[src/rtl/dm_rx_pkg.sv]
// Shared K-character codes, parser state encoding and saturating-increment helper
// for the RX frame parser slice.
package dm_rx_pkg;

  localparam logic [7:0] K_IDLE = 8'hBC;
  localparam logic [7:0] K_SOF  = 8'hFB;
  localparam logic [7:0] K_EOF  = 8'hFD;

  typedef enum logic [1:0] {
    HUNT = 2'd0,
    LEN  = 2'd1,
    PAY  = 2'd2,
    EOFW = 2'd3
  } state_t;

  // Increment that sticks at the all-ones value of a width-bit counter (width 1..32).
  function automatic logic [31:0] sat_inc(input logic [31:0] val, input int unsigned width);
    logic [31:0] max_v;
    max_v = 32'hFFFF_FFFF >> (32 - width);
    return (val == max_v) ? val : val + 32'd1;
  endfunction

endpackage

[src/rtl/rx_frame_parser_if.sv]
// Downstream payload stream from the RX frame parser; no backpressure.
interface rx_frame_parser_if;
  logic [15:0] out_data;
  logic        out_valid;
  logic        out_sof;
  logic        out_eof;
  logic        out_err;

  modport master (output out_data, out_valid, out_sof, out_eof, out_err);
  modport slave  (input  out_data, out_valid, out_sof, out_eof, out_err);
endinterface

[src/rtl/rx_frame_stats.sv]
// Saturating good/bad frame counters for the RX frame parser.
module rx_frame_stats
  import dm_rx_pkg::*;
#(
  parameter int CNT_W = 16
) (
  input  logic             clk,
  input  logic             rst_n,
  input  logic             inc_ok,
  input  logic             inc_err,
  output logic [CNT_W-1:0] frames_ok,
  output logic [CNT_W-1:0] frames_err
);

  logic [CNT_W-1:0] ok_q;
  logic [CNT_W-1:0] err_q;

  always_ff @(posedge clk or negedge rst_n) begin
    if (!rst_n) begin
      ok_q  <= '0;
      err_q <= '0;
    end else begin
      if (inc_ok)  ok_q  <= CNT_W'(sat_inc(32'(ok_q), CNT_W));
      if (inc_err) err_q <= CNT_W'(sat_inc(32'(err_q), CNT_W));
    end
  end

  assign frames_ok  = ok_q;
  assign frames_err = err_q;

endmodule

[src/rtl/rx_frame_parser.sv]
// Delimits K-character framed payloads from the transceiver, checks length and XOR checksum.
// Optional macro RX_SEQ_CHECK_EN adds SOF sequence-number continuity checking.
module rx_frame_parser
  import dm_rx_pkg::*;
#(
  parameter int MAX_LEN = 256,
  parameter int CNT_W   = 16
) (
  input  logic              rx_std_clkout,
  input  logic              rst_n,
  input  logic [15:0]       rx_parallel_data,
  input  logic [1:0]        rx_datak,
  input  logic [1:0]        rx_syncstatus,
  rx_frame_parser_if.master out_if,
  output logic [CNT_W-1:0]  frames_ok,
  output logic [CNT_W-1:0]  frames_err,
  output logic              in_frame
);

  localparam int LEN_W = $clog2(MAX_LEN + 1);

  state_t           state;
  logic [LEN_W-1:0] remain;
  logic [7:0]       csum;
  logic             first_pend;
  logic             vld_p0;
  logic             sof_p0;
  logic [15:0]      data_p0;

  logic [7:0] byte0, byte1;
  logic       locked, data_word, sof_word, eof_word, len_ok;
  logic       sof_accept, pay_accept, frame_bad;
  logic       inc_ok, inc_err;

  assign byte0      = rx_parallel_data[7:0];
  assign byte1      = rx_parallel_data[15:8];
  assign locked     = (rx_syncstatus == 2'b11);
  assign data_word  = (rx_datak == 2'b00);
  assign sof_word   = (rx_datak == 2'b01) && (byte0 == K_SOF);
  assign eof_word   = (rx_datak == 2'b01) && (byte0 == K_EOF);
  assign len_ok     = data_word && (rx_parallel_data != 16'd0) &&
                      (rx_parallel_data <= 16'(MAX_LEN));
  assign sof_accept = (state == HUNT) && locked && sof_word;
  assign pay_accept = (state == PAY) && locked && data_word;

`ifdef RX_SEQ_CHECK_EN
  logic [7:0] seq_exp;
  logic       seq_seen;
  logic       seq_bad;

  // The first SOF after reset only seeds the expectation.
  always_ff @(posedge rx_std_clkout or negedge rst_n) begin
    if (!rst_n) begin
      seq_exp  <= '0;
      seq_seen <= 1'b0;
      seq_bad  <= 1'b0;
    end else if (sof_accept) begin
      seq_bad  <= seq_seen && (byte1 != seq_exp);
      seq_exp  <= byte1 + 8'd1;
      seq_seen <= 1'b1;
    end
  end
`else
  logic seq_bad;
  assign seq_bad = 1'b0;
`endif

  assign frame_bad = !(locked && eof_word) || (byte1 != csum) || seq_bad;

  // Counter strobes are combinational so the counters move on the same edge as out_eof.
  assign inc_ok  = (state == EOFW) && !frame_bad;
  assign inc_err = ((state == LEN) && !(locked && len_ok)) ||
                   ((state == PAY) && !(locked && data_word)) ||
                   ((state == EOFW) && frame_bad);

  // Stage p0: one-word hold register, data path without reset
  always_ff @(posedge rx_std_clkout) begin
    if (pay_accept) data_p0 <= rx_parallel_data;
  end

  always_ff @(posedge rx_std_clkout or negedge rst_n) begin
    if (!rst_n) begin
      state            <= HUNT;
      remain           <= '0;
      csum             <= '0;
      first_pend       <= 1'b0;
      vld_p0           <= 1'b0;
      sof_p0           <= 1'b0;
      in_frame         <= 1'b0;
      out_if.out_data  <= '0;
      out_if.out_valid <= 1'b0;
      out_if.out_sof   <= 1'b0;
      out_if.out_eof   <= 1'b0;
      out_if.out_err   <= 1'b0;
    end else begin
      out_if.out_valid <= 1'b0;
      out_if.out_sof   <= 1'b0;
      out_if.out_eof   <= 1'b0;
      out_if.out_err   <= 1'b0;
      case (state)
        HUNT: begin
          if (sof_accept) begin
            state      <= LEN;
            in_frame   <= 1'b1;
            csum       <= '0;
            first_pend <= 1'b1;
            vld_p0     <= 1'b0;
          end
        end
        LEN: begin
          if (locked && len_ok) begin
            remain <= LEN_W'(rx_parallel_data);
            state  <= PAY;
          end else begin
            state    <= HUNT;
            in_frame <= 1'b0;
          end
        end
        PAY: begin
          if (pay_accept) begin
            if (vld_p0) begin
              out_if.out_valid <= 1'b1;
              out_if.out_data  <= data_p0;
              out_if.out_sof   <= sof_p0;
            end
            vld_p0     <= 1'b1;
            sof_p0     <= first_pend;
            first_pend <= 1'b0;
            csum       <= csum ^ byte0 ^ byte1;
            remain     <= remain - LEN_W'(1);
            if (remain == LEN_W'(1)) state <= EOFW;
          end else begin
            // Abort: flush whatever is held as a bad end of frame.
            if (vld_p0) begin
              out_if.out_valid <= 1'b1;
              out_if.out_data  <= data_p0;
              out_if.out_sof   <= sof_p0;
              out_if.out_eof   <= 1'b1;
              out_if.out_err   <= 1'b1;
            end
            vld_p0   <= 1'b0;
            state    <= HUNT;
            in_frame <= 1'b0;
          end
        end
        EOFW: begin
          out_if.out_valid <= 1'b1;
          out_if.out_data  <= data_p0;
          out_if.out_sof   <= sof_p0;
          out_if.out_eof   <= 1'b1;
          out_if.out_err   <= frame_bad;
          vld_p0           <= 1'b0;
          state            <= HUNT;
          in_frame         <= 1'b0;
        end
        default: begin
          state    <= HUNT;
          in_frame <= 1'b0;
        end
      endcase
    end
  end

  rx_frame_stats #(
    .CNT_W (CNT_W)
  ) u_stats (
    .clk        (rx_std_clkout),
    .rst_n      (rst_n),
    .inc_ok     (inc_ok),
    .inc_err    (inc_err),
    .frames_ok  (frames_ok),
    .frames_err (frames_err)
  );

endmodule

[src/flat_wrapper.sv]
// flat-port wrapper written by rule: the top's interface ports become plain ports
module rx_frame_parser_flat import dm_rx_pkg::*;
#(
  parameter int MAX_LEN = 256,
  parameter int CNT_W   = 16
)
  (rx_std_clkout, rst_n, rx_parallel_data, rx_datak, rx_syncstatus, frames_ok, frames_err, in_frame, out_if_out_data, out_if_out_valid, out_if_out_sof, out_if_out_eof, out_if_out_err);
  rx_frame_parser_if out_if_i ();
  input  logic rx_std_clkout;
  input  logic rst_n;
  input  logic [15:0] rx_parallel_data;
  input  logic [1:0] rx_datak;
  input  logic [1:0] rx_syncstatus;
  output logic [CNT_W-1:0] frames_ok;
  output logic [CNT_W-1:0] frames_err;
  output logic in_frame;
  output wire logic [$bits(out_if_i.out_data)-1:0] out_if_out_data;
  output wire logic [$bits(out_if_i.out_valid)-1:0] out_if_out_valid;
  output wire logic [$bits(out_if_i.out_sof)-1:0] out_if_out_sof;
  output wire logic [$bits(out_if_i.out_eof)-1:0] out_if_out_eof;
  output wire logic [$bits(out_if_i.out_err)-1:0] out_if_out_err;
  assign out_if_out_data = out_if_i.out_data;
  assign out_if_out_valid = out_if_i.out_valid;
  assign out_if_out_sof = out_if_i.out_sof;
  assign out_if_out_eof = out_if_i.out_eof;
  assign out_if_out_err = out_if_i.out_err;
  rx_frame_parser #(.MAX_LEN(MAX_LEN), .CNT_W(CNT_W)) u_core (.rx_std_clkout(rx_std_clkout), .rst_n(rst_n), .rx_parallel_data(rx_parallel_data), .rx_datak(rx_datak), .rx_syncstatus(rx_syncstatus), .out_if(out_if_i), .frames_ok(frames_ok), .frames_err(frames_err), .in_frame(in_frame));
endmodule
[config.mk]
export PLATFORM = sky130hd
export DESIGN_NAME = rx_frame_parser_flat
export DESIGN_NICKNAME = d
export VERILOG_FILES = /design/src/rtl/dm_rx_pkg.sv /design/src/rtl/rx_frame_parser_if.sv /design/src/rtl/rx_frame_stats.sv /design/src/rtl/rx_frame_parser.sv /design/src/flat_wrapper.sv
export SDC_FILE = /design/constraint.sdc
export NUM_CORES = 1
export LEC_CHECK = 0
export BUFFER_PORTS_ARGS = -buffer_cell sky130_fd_sc_hd__clkbuf_2
export CAP_MARGIN = 20
export CORE_UTILIZATION = 25
export DETAILED_ROUTE_END_ITERATION = 7
export PLACE_DENSITY = 0.53
export SLEW_MARGIN = 10
export SYNTH_ARGS = -nofsm -noshare
export SYNTH_HDL_FRONTEND = slang
export SYNTH_SLANG_ARGS = --single-unit
[constraint.sdc]
create_clock -name rx_std_clkout -period 2.6 [get_ports rx_std_clkout]
set_input_delay 0.26 -clock rx_std_clkout [delete_from_list [all_inputs] [get_ports rx_std_clkout]]
set_output_delay 0.26 -clock rx_std_clkout [all_outputs]
set_load 0.1 [all_outputs]
== After elaboration in Yosys (flattened, before gate mapping) ==
Cells that the tools add are included.

* $add $sub $neg: 3
* Magnitude comparators: 1
* Eq/ne operators: 18
* Mux-type cells: 29
* Bitwise logic cells: 4
* Reduce and logical (&&, ||, !) cells: 38

{| class="wikitable"
|+ Operators with widths
! operator !! count
|-
| adder 16 x 1 -> 16 bit, second input constant || 2
|-
| == test 16 bit, second input constant || 2
|-
| one-hot mux 16 bit (2 select lines) || 1
|-
| two-way mux 9 bit || 2
|-
| one-hot mux 9 bit (2 select lines) || 1
|-
| == test 8 bit, second input constant || 2
|-
| <= comparator 16 x 9 -> 1 bit, second input constant || 1
|-
| two-way mux 16 bit || 1
|-
| two-way mux 8 bit || 2
|-
| one-hot mux 8 bit (2 select lines) || 1
|-
| nonzero test 16 bit || 1
|-
| XOR 8 bit || 2
|-
| logical AND 1 bit || 15
|-
| AND reduction 2 bit || 6
|-
| one-hot mux 1 bit (2 select lines) || 5
|-
| == test 9 x 1 -> 1 bit, second input constant || 1
|-
| two-way mux 1 bit || 9
|-
| AND reduction 3 bit || 3
|-
| subtractor 9 x 1 -> 9 bit, second input constant || 1
|-
| two-way mux 2 bit || 4
|-
| != test 8 bit || 1
|-
| one-hot mux 2 bit (4 select lines) || 1
|-
| == test 2 bit, second input constant || 3
|-
| != test 2 x 1 -> 1 bit, second input constant || 3
|-
| other kinds (11) || 23
|}

* Flip-flop bits (word level): 91
* Bits of input ports: 22
* Output and inout bits: 53
* Word-level logic and storage cells: 108

== Longest topological paths before layout ==
Gate-level depths: netlist of the first run.

* Depth after elaboration: 9
* Mapped depth: 8
* Gate-level depth less buffers: 7

== Hierarchy ==
A second synthesis of the first run with hierarchy kept.

* Cells, all modules: 387
* Area, all modules: 4379.2 sq um

{| class="wikitable"
|+ By module, submodules not included
! module !! times used !! cells each !! area each (sq um) !! seq. area each (sq um)
|-
| rx_frame_parser || 1 || 239 || 2766.4 || 1556.5
|-
| rx_frame_stats || 1 || 148 || 1612.8 || 800.8
|}

== Worst setup path before layout of the first run ==
No wires, ideal clock.

* Path type: register to register
* Start: register u_core.u_stats.err_q[0] (netlist: u_core.u_stats.frames_err[0])
* End: register u_core.u_stats.err_q[1] (netlist: u_core.u_stats.frames_err[1])
* Setup time: 0.126 ns
* Arrival: 2.393 ns
* Data required time: 2.474 ns
* Setup slack: 0.082 ns
* Cell stages (with the launch flop): 8
* Path buffers: 1
* Period minus slack after synthesis: 2.518 ns
* Cell sequence: dfrtp_1 ha_1 nand4_1 nor3_1 a21oi_1 nand3_2 buf_6 mux2_4

* Word-level cells in the longest chain between the ends: 3
* Elaborated cells on any way between the ends: 4
* Classes of those cells: add/sub (1); eq/ne (1); bitwise (1); reduce/logical (1)

{| class="wikitable"
|+ RTL lines
! item !! line !! text
|-
| start: declaration || rx_frame_stats.sv:16 || <nowiki>logic [CNT_W-1:0] err_q;</nowiki>
|-
| start signal: assignment || rx_frame_stats.sv:24 || <nowiki>if (inc_err) err_q <= CNT_W'(sat_inc(32'(err_q), CNT_W));</nowiki>
|-
| branches (longest 3 deep; another with adder 16 x 1 -> 16 bit) || - ||
|}

Parallel ways; which one is timed is not known.
A chain may end at the register's enable or synchronous reset.

== Worst setup path in the final report of the first run ==
* Start: register u_core.state[0]
* End: register u_core.u_stats.ok_q[8] (netlist: u_core.u_stats.frames_ok[8])

* Word-level cells in the longest chain between the ends: 3

{| class="wikitable"
|+ RTL lines
! item !! line !! text
|-
| start: declaration || rx_frame_parser.sv:22 || <nowiki>state_t state;</nowiki>
|-
| start signal: assignment || rx_frame_parser.sv:83 || <nowiki>state <= HUNT;</nowiki>
|-
| start signal: assignment || rx_frame_parser.sv:103 || <nowiki>state <= LEN;</nowiki>
|-
| start signal: assignment || rx_frame_parser.sv:113 || <nowiki>state <= PAY;</nowiki>
|-
| == test 2 bit || rx_frame_parser.sv:71 || <nowiki>assign inc_ok = (state == EOFW) && !frame_bad;</nowiki>
|-
| logical AND 1 bit || rx_frame_parser.sv:71 ||
|-
| AND reduction 2 bit (no source line) || - ||
|-
| end signal: assignment || rx_frame_stats.sv:23 || <nowiki>if (inc_ok) ok_q <= CNT_W'(sat_inc(32'(ok_q), CNT_W));</nowiki>
|-
| end: declaration || rx_frame_stats.sv:15 || <nowiki>logic [CNT_W-1:0] ok_q;</nowiki>
|}

Every way passes these cells.

==> run metrics, run 1 <==
status completed; Die X 132.9 µm; register-to-register setup slack 0.43 ns; Final ANT Viol Nets 0; CTS root buf clkbuf_16; dpl hpwl 7408 µm; beginning of the worst hold path rx_parallel_data[11]; Crit. End Element flip-flop; Max Clk Rate 460.1 MHz; Syn Inst Count 382; global placement routability congestion 0.8046; largest net degree at the start of global routing 76; Peak VDD IR 0.0002944 V; RSZ-0062 raised after global routing no; initial DRC count 167; WL final 10,260 µm; Num CTS Buffers 9; reg-to-reg endpoint u_core.u_stats.frames_ok[8]; placed inst area 0.004957 mm²; post-layout util 31.72%; yosys warns 0; number of vias per cell 4.521; initial antenna violation count 0; Setup Crit Path Kind reg -> reg; r2r startpoint u_core.state[0]; Static Leak 2.424 nW; crit path capture u_core.u_stats.frames_ok[8]; design area 0.005279 mm²; total number of vias 3,142; most common cell after layout, fill and taps aside dfrtp_1; FF-to-FF path depth 8; CTS tree done; total global routing overflow 0; post-synthesis sequential area ratio 55.06%; Area Overhead vs Synth 23.29%; register bit total from synthesis 91; syn nets 408; PostCTS Resize Cnt 0; Final Cycle Share 83.60%; setup tns final 0 ns; die area 0.01765 mm²; HP Class in -> reg; Clk Latency, worst-skew pair 0.35 ns; GRT Overall Usage 12.39%; # fillers 1,698; Post-route DRC 0; commonest cells after routing, fill and taps aside 75 x dfrtp_1, 73 x clkbuf_2, 39 x nand2_1; Clk pin slew, worst setup/hold paths 0.07 ns; Core Area 0.01664 mm²; final setup fails 0; First-pass DRT Iterations 4; clock buffer depth 2; clock period minus worst slack 2.174 ns; power per cell area 537.7 mW/mm²; MaxCap Viol Count 0; H-tree depth 3; crit path launch u_core.state[0]; Async SR Flop Fraction 82.42%; ys flop type dfrtp_1; max_slew headroom 62.46%; final hold violations 0; worst path required time 2.83 ns; Worst Path Arrival 2.41 ns; Worst-Margin Slew 0.5655 ns; port bufs 74; num ports 75; first-pass GRT wire length 16,940 µm; Startpoint Class flip-flop; Synth cell types 54; Synth Area per Inst 11.21 µm²; Hold Crit Depth 1; clk sink count 91; setup bufs post-CTS 0; nets@finish 496; vias in the first global route 3,142; Diodes inserted 0; Max Fanout on Critical Path 8; Die Ht 132.9 µm; hold slack final 0.1718 ns; number of flops mapped to enable cells by yosys 16; final worst clock skew 0.007536 ns; WL/cell 14.76 µm; Slew Limit Fails 0; share of post-route cells with drive strength above 1 29.47%; cell area after synthesis 0.004282 mm²; Initial Utilization 25.73%; row count 47
worst min path at each step:
stage,to,slack (ns)
global placement,u_core.out_if.out_data[13],0.46
detailed placement,u_core.sof_p0,0.46
CTS,u_core.u_stats.frames_err[1],0.12
finish,u_core.data_p0[11],0.17
global route,u_core.data_p0[15],0.18
floorplan,u_core.csum[0],-0.04
flip-flops by register name (all words and copies together) (netlist names), 2 cells and up:
signal,count
u_core.u_stats.frames_ok,16
u_core.data_p0,16
u_core.u_stats.frames_err,16
u_core.out_if.out_data,16
u_core.csum,8
u_core.state,2
u_core.remain,9
cell usage after synthesis, types with 2 or more instances:
master | instances | share of area [%]
nor3_1 | 9 | 1.1
nand3_1 | 15 | 1.8
and2_1 | 2 | 0.29
xnor2_1 | 19 | 3.9
dfrtp_1 | 75 | 44
mux2_1 | 2 | 0.53
mux2_2 | 18 | 4.7
o21ai_0 | 24 | 2.8
inv_1 | 10 | 0.88
nor2b_1 | 2 | 0.29
buf_6 | 2 | 0.53
buf_2 | 2 | 0.23
or3_1 | 3 | 0.44
nor4b_1 | 2 | 0.41
and3_1 | 6 | 0.88
and4_1 | 3 | 0.61
nor4_4 | 2 | 0.99
o22ai_1 | 2 | 0.29
nand2_1 | 39 | 3.4
or4_1 | 3 | 0.53
nor2_1 | 26 | 2.3
nor3_2 | 3 | 0.70
xor2_1 | 24 | 4.9
edfxtp_1 | 16 | 11
nand2b_1 | 2 | 0.29
nand4_1 | 16 | 2.3
nor4_1 | 4 | 0.58
clkbuf_1 | 6 | 0.53
nor4_2 | 2 | 0.58
ha_1 | 4 | 1.2
a21oi_1 | 16 | 1.9
report_power, final:
part           total [mW]  switching, mW  internal (mW)
registers            1.45       0.000758           1.45
clock network        1.28          0.613          0.667
logic               0.108         0.0742         0.0335
total                2.84          0.688           2.15
cell families after synthesis:
logic type	count (synthesis)	synth area share (%)
and+or+nand+nor	148	19.61
DFF	91	55.06
AOI/OAI and AO/OA	52	7.102
xor gates and xnor gates	43	8.796
buffers and inverters	22	2.425
muxes	22	5.844
adders and majority gates	4	1.169
cell type report:
class	count	area [µm²]	share of cell area, %
Timing Repair Buffer	88	500.5	9.481
Clock inverter	7	58.81	1.114
Inverter	11	41.29	0.7822
Sequential cell	91	2357	44.66
Tap cell	220	275.3	5.215
Clock buffer	9	225.2	4.266
Multi-Input combinational cell	269	1821	34.49
stage by stage:
stage	power [mW]	instances	worst slack [ns]
3_5_place_dp	1.583	677	0.3340
3_3_place_gp	1.582	677	0.3565
5_1_grt	2.949	695	0.2588
6_report	2.838	695	0.4265
4_1_cts	2.878	693	0.4062
2_1_floorplan	1.510	382	0.08158
critical path: stages (launching register included):
cell      delay (ns)
dfrtp_1         0.48
nand3b_1        0.11
nor4_1          0.37
nand4_1         0.18
buf_4           0.21
nor2_2          0.23
buf_4           0.20
nand4_1         0.12
xnor2_1         0.15
metal layers:
layer  share of wire (%)  track usage (%)  vias up
met5                   0                0        -
met4                 1.7            5.172        0
met3                 4.6            3.142       12
met2                  47            19.75       62
met1                  46            15.93     1528
li1                    -                -     1540
what timing repair did:
| action | in CTS | in global routing |
|---|---|---|
| setup endpoints to repair | 0 | 0 |
| hold buffers | 0 | 1 |
| hold endpoints to repair | 0 | 23 |
(Power assumes the default switching activity.)
==> run 2, diff against run 1 <==
==> constraint.sdc (replaced) <==
create_clock -name rx_std_clkout -period 2.1 [get_ports rx_std_clkout]
set_input_delay 0.21 -clock rx_std_clkout [delete_from_list [all_inputs] [get_ports rx_std_clkout]]
set_output_delay 0.21 -clock rx_std_clkout [all_outputs]
set_load 0.1 [all_outputs]
==> run 2 against run 1 <==
  * Clock skew barely moved
  * First-iteration DRC count rose by 11%
  * Clock power rose by 24%
  * Hold slack got worse by 0.065 ns
  * Largest power group unchanged
  * Sequential cell count did not move
  * Combinational power rose by 38%
  * Wire length rose by 1.3%
  * Critical path depth did not move
==> run metrics, run 2 (synthesized netlist as in run 1, its figures left out) <==
dpl hpwl 7877 µm (was 7408 µm); nets@finish 518 (was 496); Startpoint Class flip-flop (unchanged); die area 0.01765 mm² (unchanged); clock buffer depth 2 (unchanged); Worst Path Arrival 2.21 ns (was 2.41 ns); Crit. End Element flip-flop (unchanged); initial DRC count 186 (was 167); total power 3.540 mW (was 2.838 mW); global placement routability congestion 0.8021 (was 0.8046); HP Class in -> reg (unchanged); num ports 75 (unchanged); Reg area 0.002396 mm² (was 0.002357 mm²); r2r startpoint u_core.csum[5] (was u_core.state[0]); Num CTS Buffers 9 (unchanged); beginning of the worst hold path rx_parallel_data[1] (was rx_parallel_data[11]); crit-path cells xor2_1, nor4_1, buf_4, nand4_1, buf_4, nor2_4, buf_12, mux2_2 (was nand3b_1, nor4_1, nand4_1, buf_4, nor2_2, buf_4, nand4_1, xnor2_1); number of vias per cell 4.524 (was 4.521); final hold violations 0 (unchanged); Final Cycle Share 94.43% (was 83.60%); Clk Latency, worst-skew pair 0.34 ns (was 0.35 ns); FF-to-FF path depth 8 (unchanged); Max Clk Rate 504.3 MHz (was 460.1 MHz); Max Fanout on Critical Path 12 (was 8); Initial Utilization 25.73% (unchanged); max_slew headroom 62.09% (was 62.46%); worst stage delay on the critical path 0.40 ns (was 0.48 ns); power per cell area 643.2 mW/mm² (was 537.7 mW/mm²); status completed (unchanged); initial antenna violation count 0 (unchanged); reg-to-reg endpoint u_core.u_stats.frames_ok[1] (was u_core.u_stats.frames_ok[8]); final worst clock skew 0.007154 ns (was 0.007536 ns); largest net degree at the start of global routing 28 (was 76); total number of vias 3,244 (was 3,142); share of post-route cells with drive strength above 1 37.63% (was 29.47%); Diodes inserted 0 (unchanged); Hold Crit Depth 1 (unchanged); clk sink count 91 (unchanged); slowest CP cell dfrtp_1 (unchanged); GRT Overall Usage 12.64% (was 12.39%); fin cells 717 (was 695); Slew Limit Fails 0 (unchanged); commonest cells after routing, fill and taps aside 73 x clkbuf_2, 48 x dfrtp_1, 39 x nand2_1 (was 75 x dfrtp_1, 73 x clkbuf_2, 39 x nand2_1); clock period minus worst slack 1.983 ns (was 2.174 ns); Place WS -0.04066 ns (was 0.3340 ns); worst path required time 2.33 ns (was 2.83 ns); port bufs 74 (unchanged); first-pass GRT wire length 17,260 µm (was 16,940 µm); Die X 132.9 µm (unchanged); # fillers 1,681 (was 1,698); WL final 10,390 µm (was 10,260 µm); row count 47 (unchanged); First-pass DRT Iterations 4 (unchanged); area of the multi-input gates 0.001832 mm² (was 0.001821 mm²); Die Ht 132.9 µm (unchanged); total global routing overflow 0 (unchanged); RSZ-0062 raised after global routing no (unchanged); post-placement cell count 700 (was 677); most common cell after layout, fill and taps aside clkbuf_2 (was dfrtp_1); setup bufs post-CTS 0 (unchanged); final setup fails 0 (unchanged); Post-route DRC 0 (unchanged); CTS tree done (unchanged); Min-Delay Endpoint u_core.data_p0[1] (was u_core.data_p0[11]); MaxCap Viol Count 0 (unchanged); most frequent CP cell buf_4; Core Area 0.01664 mm² (unchanged); post-layout util 33.07% (was 31.72%); hold slack final 0.1065 ns (was 0.1718 ns); CTS root buf clkbuf_16 (unchanged); Static Leak 2.494 nW (was 2.424 nW); Setup Crit Path Kind reg -> reg (unchanged); Peak VDD IR 0.0003459 V (was 0.0002944 V); Area Overhead vs Synth 28.55% (was 23.29%); Final ANT Viol Nets 0 (unchanged); vias in the first global route 3,247 (was 3,142); Clk pin slew, worst setup/hold paths 0.07 ns (about the same); register-to-register setup slack 0.12 ns (was 0.43 ns); H-tree depth 3 (unchanged); WL/cell 14.49 µm (was 14.76 µm); Worst-Margin Slew 0.5711 ns (was 0.5655 ns); fin worst setup slack 0.1170 ns (was 0.4265 ns)
[run 2: changes by cell type in the layout (fill, tap and decap cells not counted), moves of 2 or more]
cell      before  now
buf_12         0    2
buf_4         13   34
clkbuf_1       0    2
dfrtp_1       75   48
dfrtp_2        0   25
dfrtp_4        0    2
inv_6          2    0
inv_8          2    0
[run 2: layout make-up]
cell class,instances,share of cell area (%)
clock buffers,11,4.228
clock inverters,5,1.023
multi-input cells,269,33.28
flip-flops and latches,91,43.53
well taps,220,5.001
inverters,11,0.7502
repair buffers,110,12.18
[run 2: worst max path at each step]
| stage | startpoint | endpoint | slack, ns | depth (start not counted) |
|---|---|---|---|---|
| floorplan | u_core.u_stats.frames_ok[5] | u_core.u_stats.frames_ok[14] | 0.002 | 7 |
| global placement | rx_parallel_data[4] | u_core.u_stats.frames_err[7] | -0.03 | 7 |
| detailed placement | rx_parallel_data[4] | u_core.u_stats.frames_err[7] | -0.04 | 7 |
| CTS | u_core.csum[3] | u_core.u_stats.frames_ok[1] | 0.05 | 8 |
| global route | u_core.state[1] | u_core.remain[8] | 0.003 | 7 |
| finish | u_core.csum[5] | u_core.u_stats.frames_ok[1] | 0.12 | 8 |
[run 2: stage by stage]
step / area, µm² / TNS (ns)
floorplan: 4322 / 0
global placement: 5194 / -0.04107
detailed placement: 5194 / -0.1198
CTS: 5493 / 0
global route: 5504 / 0
finish: 5504 / 0
[run 2: report_power, final]
group	total [mW]	internal, mW	leakage [nW]	switching, mW
sequential	1.80	1.80	1.12	0.000971
combinational	0.149	0.0544	1.23	0.0946
clock	1.59	0.921	0.139	0.673
[run 2: timing repair]
item,4_1_cts,5_1_grt
hold buffers,1,0
setup endpoints to repair,0,17
gates resized for setup,0,2
endpoints found under the hold margin,24,0
[run 2: layer usage]
metal	GRT usage [%]	share of wire [%]	vias to the layer above
li1	-	-	1582
met1	17.09	47	1577
met2	19.49	47	75
met3	3.103	5.0	10
met4	4.598	1.4	0
met5	0	0	-
[run 2: worst max-delay path, delay by kind of cell, from the launching register on]
family | cells | cell delay (ns)
XOR/XNOR | 1 | 0.14
buffers and inverters | 3 | 0.50
flip-flops | 1 | 0.40
multiplexers | 1 | 0.32
AND/OR/NAND/NOR | 3 | 0.50
==> run 3, diff against run 2 <==
--- a/config.mk
+++ b/config.mk
@@ -9,7 +9,6 @@
 export CAP_MARGIN = 20
 export CORE_UTILIZATION = 25
 export DETAILED_ROUTE_END_ITERATION = 7
-export PLACE_DENSITY = 0.53
 export SLEW_MARGIN = 10
 export SYNTH_ARGS = -nofsm -noshare
 export SYNTH_HDL_FRONTEND = slang
==> run 3 against run 2 <==
  * Clock power about the same
  * Critical path type unchanged
  * Sequential power about the same
  * Utilization up 0.34 points
  * Global-route usage up 0.38 points
  * First-iteration DRC count up 51%
==> run metrics, run 3 (synthesized netlist as in run 1, its figures left out) <==
power per cell area 630.2 mW/mm² (was 643.2 mW/mm²); CTS root buf clkbuf_16 (unchanged); num ports 75 (unchanged); RSZ-0062 raised after global routing yes (was no); initial antenna violation count 1 (was 0); vias in the first global route 3,444 (was 3,247); worst stage delay on the critical path 0.40 ns (about the same); Die Ht 132.9 µm (unchanged); Area Overhead vs Synth 29.87% (was 28.55%); GRT Overall Usage 13.02% (was 12.64%); HP Class in -> reg (unchanged); register-to-register setup slack 0.06 ns (was 0.12 ns); global placement routability congestion 0.8166 (was 0.8021); Setup Crit Path Kind reg -> reg (unchanged); crit-path cells xor2_1, nor4_2, buf_4, nand4_1, buf_6, buf_4, nand2_4, nor3_1, mux2_1 (was xor2_1, nor4_1, buf_4, nand4_1, buf_4, nor2_4, buf_12, mux2_2); Startpoint Class flip-flop (unchanged); Peak VDD IR 0.0003922 V (was 0.0003459 V); worst path required time 2.33 ns (about the same); most common cell after layout, fill and taps aside clkbuf_2 (unchanged); dpl hpwl 8055 µm (was 7877 µm); Num CTS Buffers 9 (unchanged); clock buffer depth 2 (unchanged); WL/cell 14.94 µm (was 14.49 µm); final worst clock skew 0.008353 ns (was 0.007154 ns); H-tree depth 3 (unchanged); final setup fails 0 (unchanged); Core Area 0.01664 mm² (unchanged); First-pass DRT Iterations 4 (unchanged); status completed (unchanged); total power 3.504 mW (was 3.540 mW); Clk pin slew, worst setup/hold paths 0.07 ns (about the same); commonest cells after routing, fill and taps aside 73 x clkbuf_2, 48 x dfrtp_1, 39 x nand2_1 (unchanged); total number of vias 3,337 (was 3,244); Place WS -0.1252 ns (was -0.04066 ns); slowest CP cell dfrtp_1 (unchanged); CTS tree done (unchanged); max_slew headroom 58.82% (was 62.09%); nets@finish 523 (was 518); initial DRC count 280 (was 186); most frequent CP cell buf_4 (unchanged); clk sink count 91 (unchanged); Final Cycle Share 97.13% (was 94.43%); Static Leak 2.523 nW (was 2.494 nW); Max Fanout on Critical Path 5 (was 12); final hold violations 0 (unchanged); CP Buf/Inv Count 3 (unchanged); Clk Latency, worst-skew pair 0.34 ns (about the same); Post-route DRC 0 (unchanged); Final ANT Viol Nets 0 (unchanged); Initial Utilization 25.73% (unchanged); port bufs 74 (unchanged); fin worst setup slack 0.06022 ns (was 0.1170 ns); number of vias per cell 4.622 (was 4.524); total global routing overflow 0 (unchanged); MaxCap Viol Count 0 (unchanged); first-pass GRT wire length 17,950 µm (was 17,260 µm); share of post-route cells with drive strength above 1 39.44% (was 37.63%); clock period minus worst slack 2.040 ns (was 1.983 ns); largest net degree at the start of global routing 47 (was 28); row count 47 (unchanged); delay-heaviest family, CP simple AND/OR/NAND/NOR gates (unchanged); Worst-Margin Slew 0.6176 ns (was 0.5711 ns); Max Clk Rate 490.2 MHz (was 504.3 MHz); Slew Limit Fails 0 (unchanged); Crit. End Element flip-flop (unchanged); Die X 132.9 µm (unchanged); WL final 10,790 µm (was 10,390 µm); die area 0.01765 mm² (unchanged); Diodes inserted 0 (unchanged); Worst Path Arrival 2.27 ns (was 2.21 ns)
==> run 3: cell types whose count changed in the layout (fill, tap and decap cells not counted), moves of 2 or more <==
cell / before / now
clkbuf_1: 2 / 0
inv_6: 0 / 3
mux2_4: 1 / 3
buf_6: 0 / 4
buf_4: 34 / 36
==> run 3: worst reg2reg max path: cells and delay by family (launching register included) <==
kind	cells	cell delay (ns)
buffers and inverters	3	0.49
DFF	1	0.40
xor gates and xnor gates	1	0.16
muxes	1	0.31
and+or+nand+nor	4	0.56
==> run 3: layout make-up <==
class                   instances  area [µm²]
clock buffers                   9       225.2
clock inverters                 7       58.81
fillers                      1663       11080
inverters                      11       41.29
multi-input cells             269        1853
flip-flops and latches         91        2396
well taps                     220       275.3
repair buffers                115       710.7
==> run 3: final timing paths <==
path                                                 end            startpoint  depth (start not counted)
hold reg to reg               u_core.out_if.out_data[12]    u_core.data_p0[12]                          1
hold / removal                        u_core.data_p0[15]  rx_parallel_data[15]                          1
max in group asynchronous               u_core.remain[6]                 rst_n                          3
setup / recovery           u_core.u_stats.frames_err[12]        u_core.csum[5]                          9
setup reg to reg           u_core.u_stats.frames_err[12]        u_core.csum[5]                          9
min in group asynchronous  u_core.u_stats.frames_err[12]                 rst_n                          2
==> run 3: repair_timing <==
item | in CTS | in global routing
setup endpoints to repair | 6 | 13
pin swaps | 0 | 5
hold buffers | 1 | 0
hold endpoints to repair | 44 | 0
gates resized for setup | 1 | 10
setup buffers | 0 | 3
==> run 3: per-layer routing <==
layer | vias up | track usage (%) | share of wire, %
met3 | 11 | 3.410 | 4.8
met4 | 0 | 4.789 | 1.6
met1 | 1659 | 16.04 | 43
met5 | - | 0 | 0
li1 | 1588 | - | -
met2 | 79 | 21.79 | 51
==> run 3: where the power goes <==
group          internal [mW]  switching [mW]  total [mW]  leakage [nW]
Combinational         0.0549          0.0968       0.152          1.26
Sequential              1.80        0.000971        1.80          1.12
Clock                  0.824           0.732        1.56         0.139
Total                   2.67           0.830        3.50          2.52
==> run 3: per-stage QoR <==
stage	area (µm²)	TNS [ns]	instances	util [%]	hold slack, ns
2_1_floorplan	4322	0	382	-	-0.08559
3_3_place_gp	5196	-1.217	702	31.22	0.2734
3_5_place_dp	5196	-1.066	702	31.22	0.2769
4_1_cts	5497	0	719	33.03	0.1109
5_1_grt	5560	-0.08119	722	33.41	0.1160
6_report	5560	0	722	33.41	0.1158
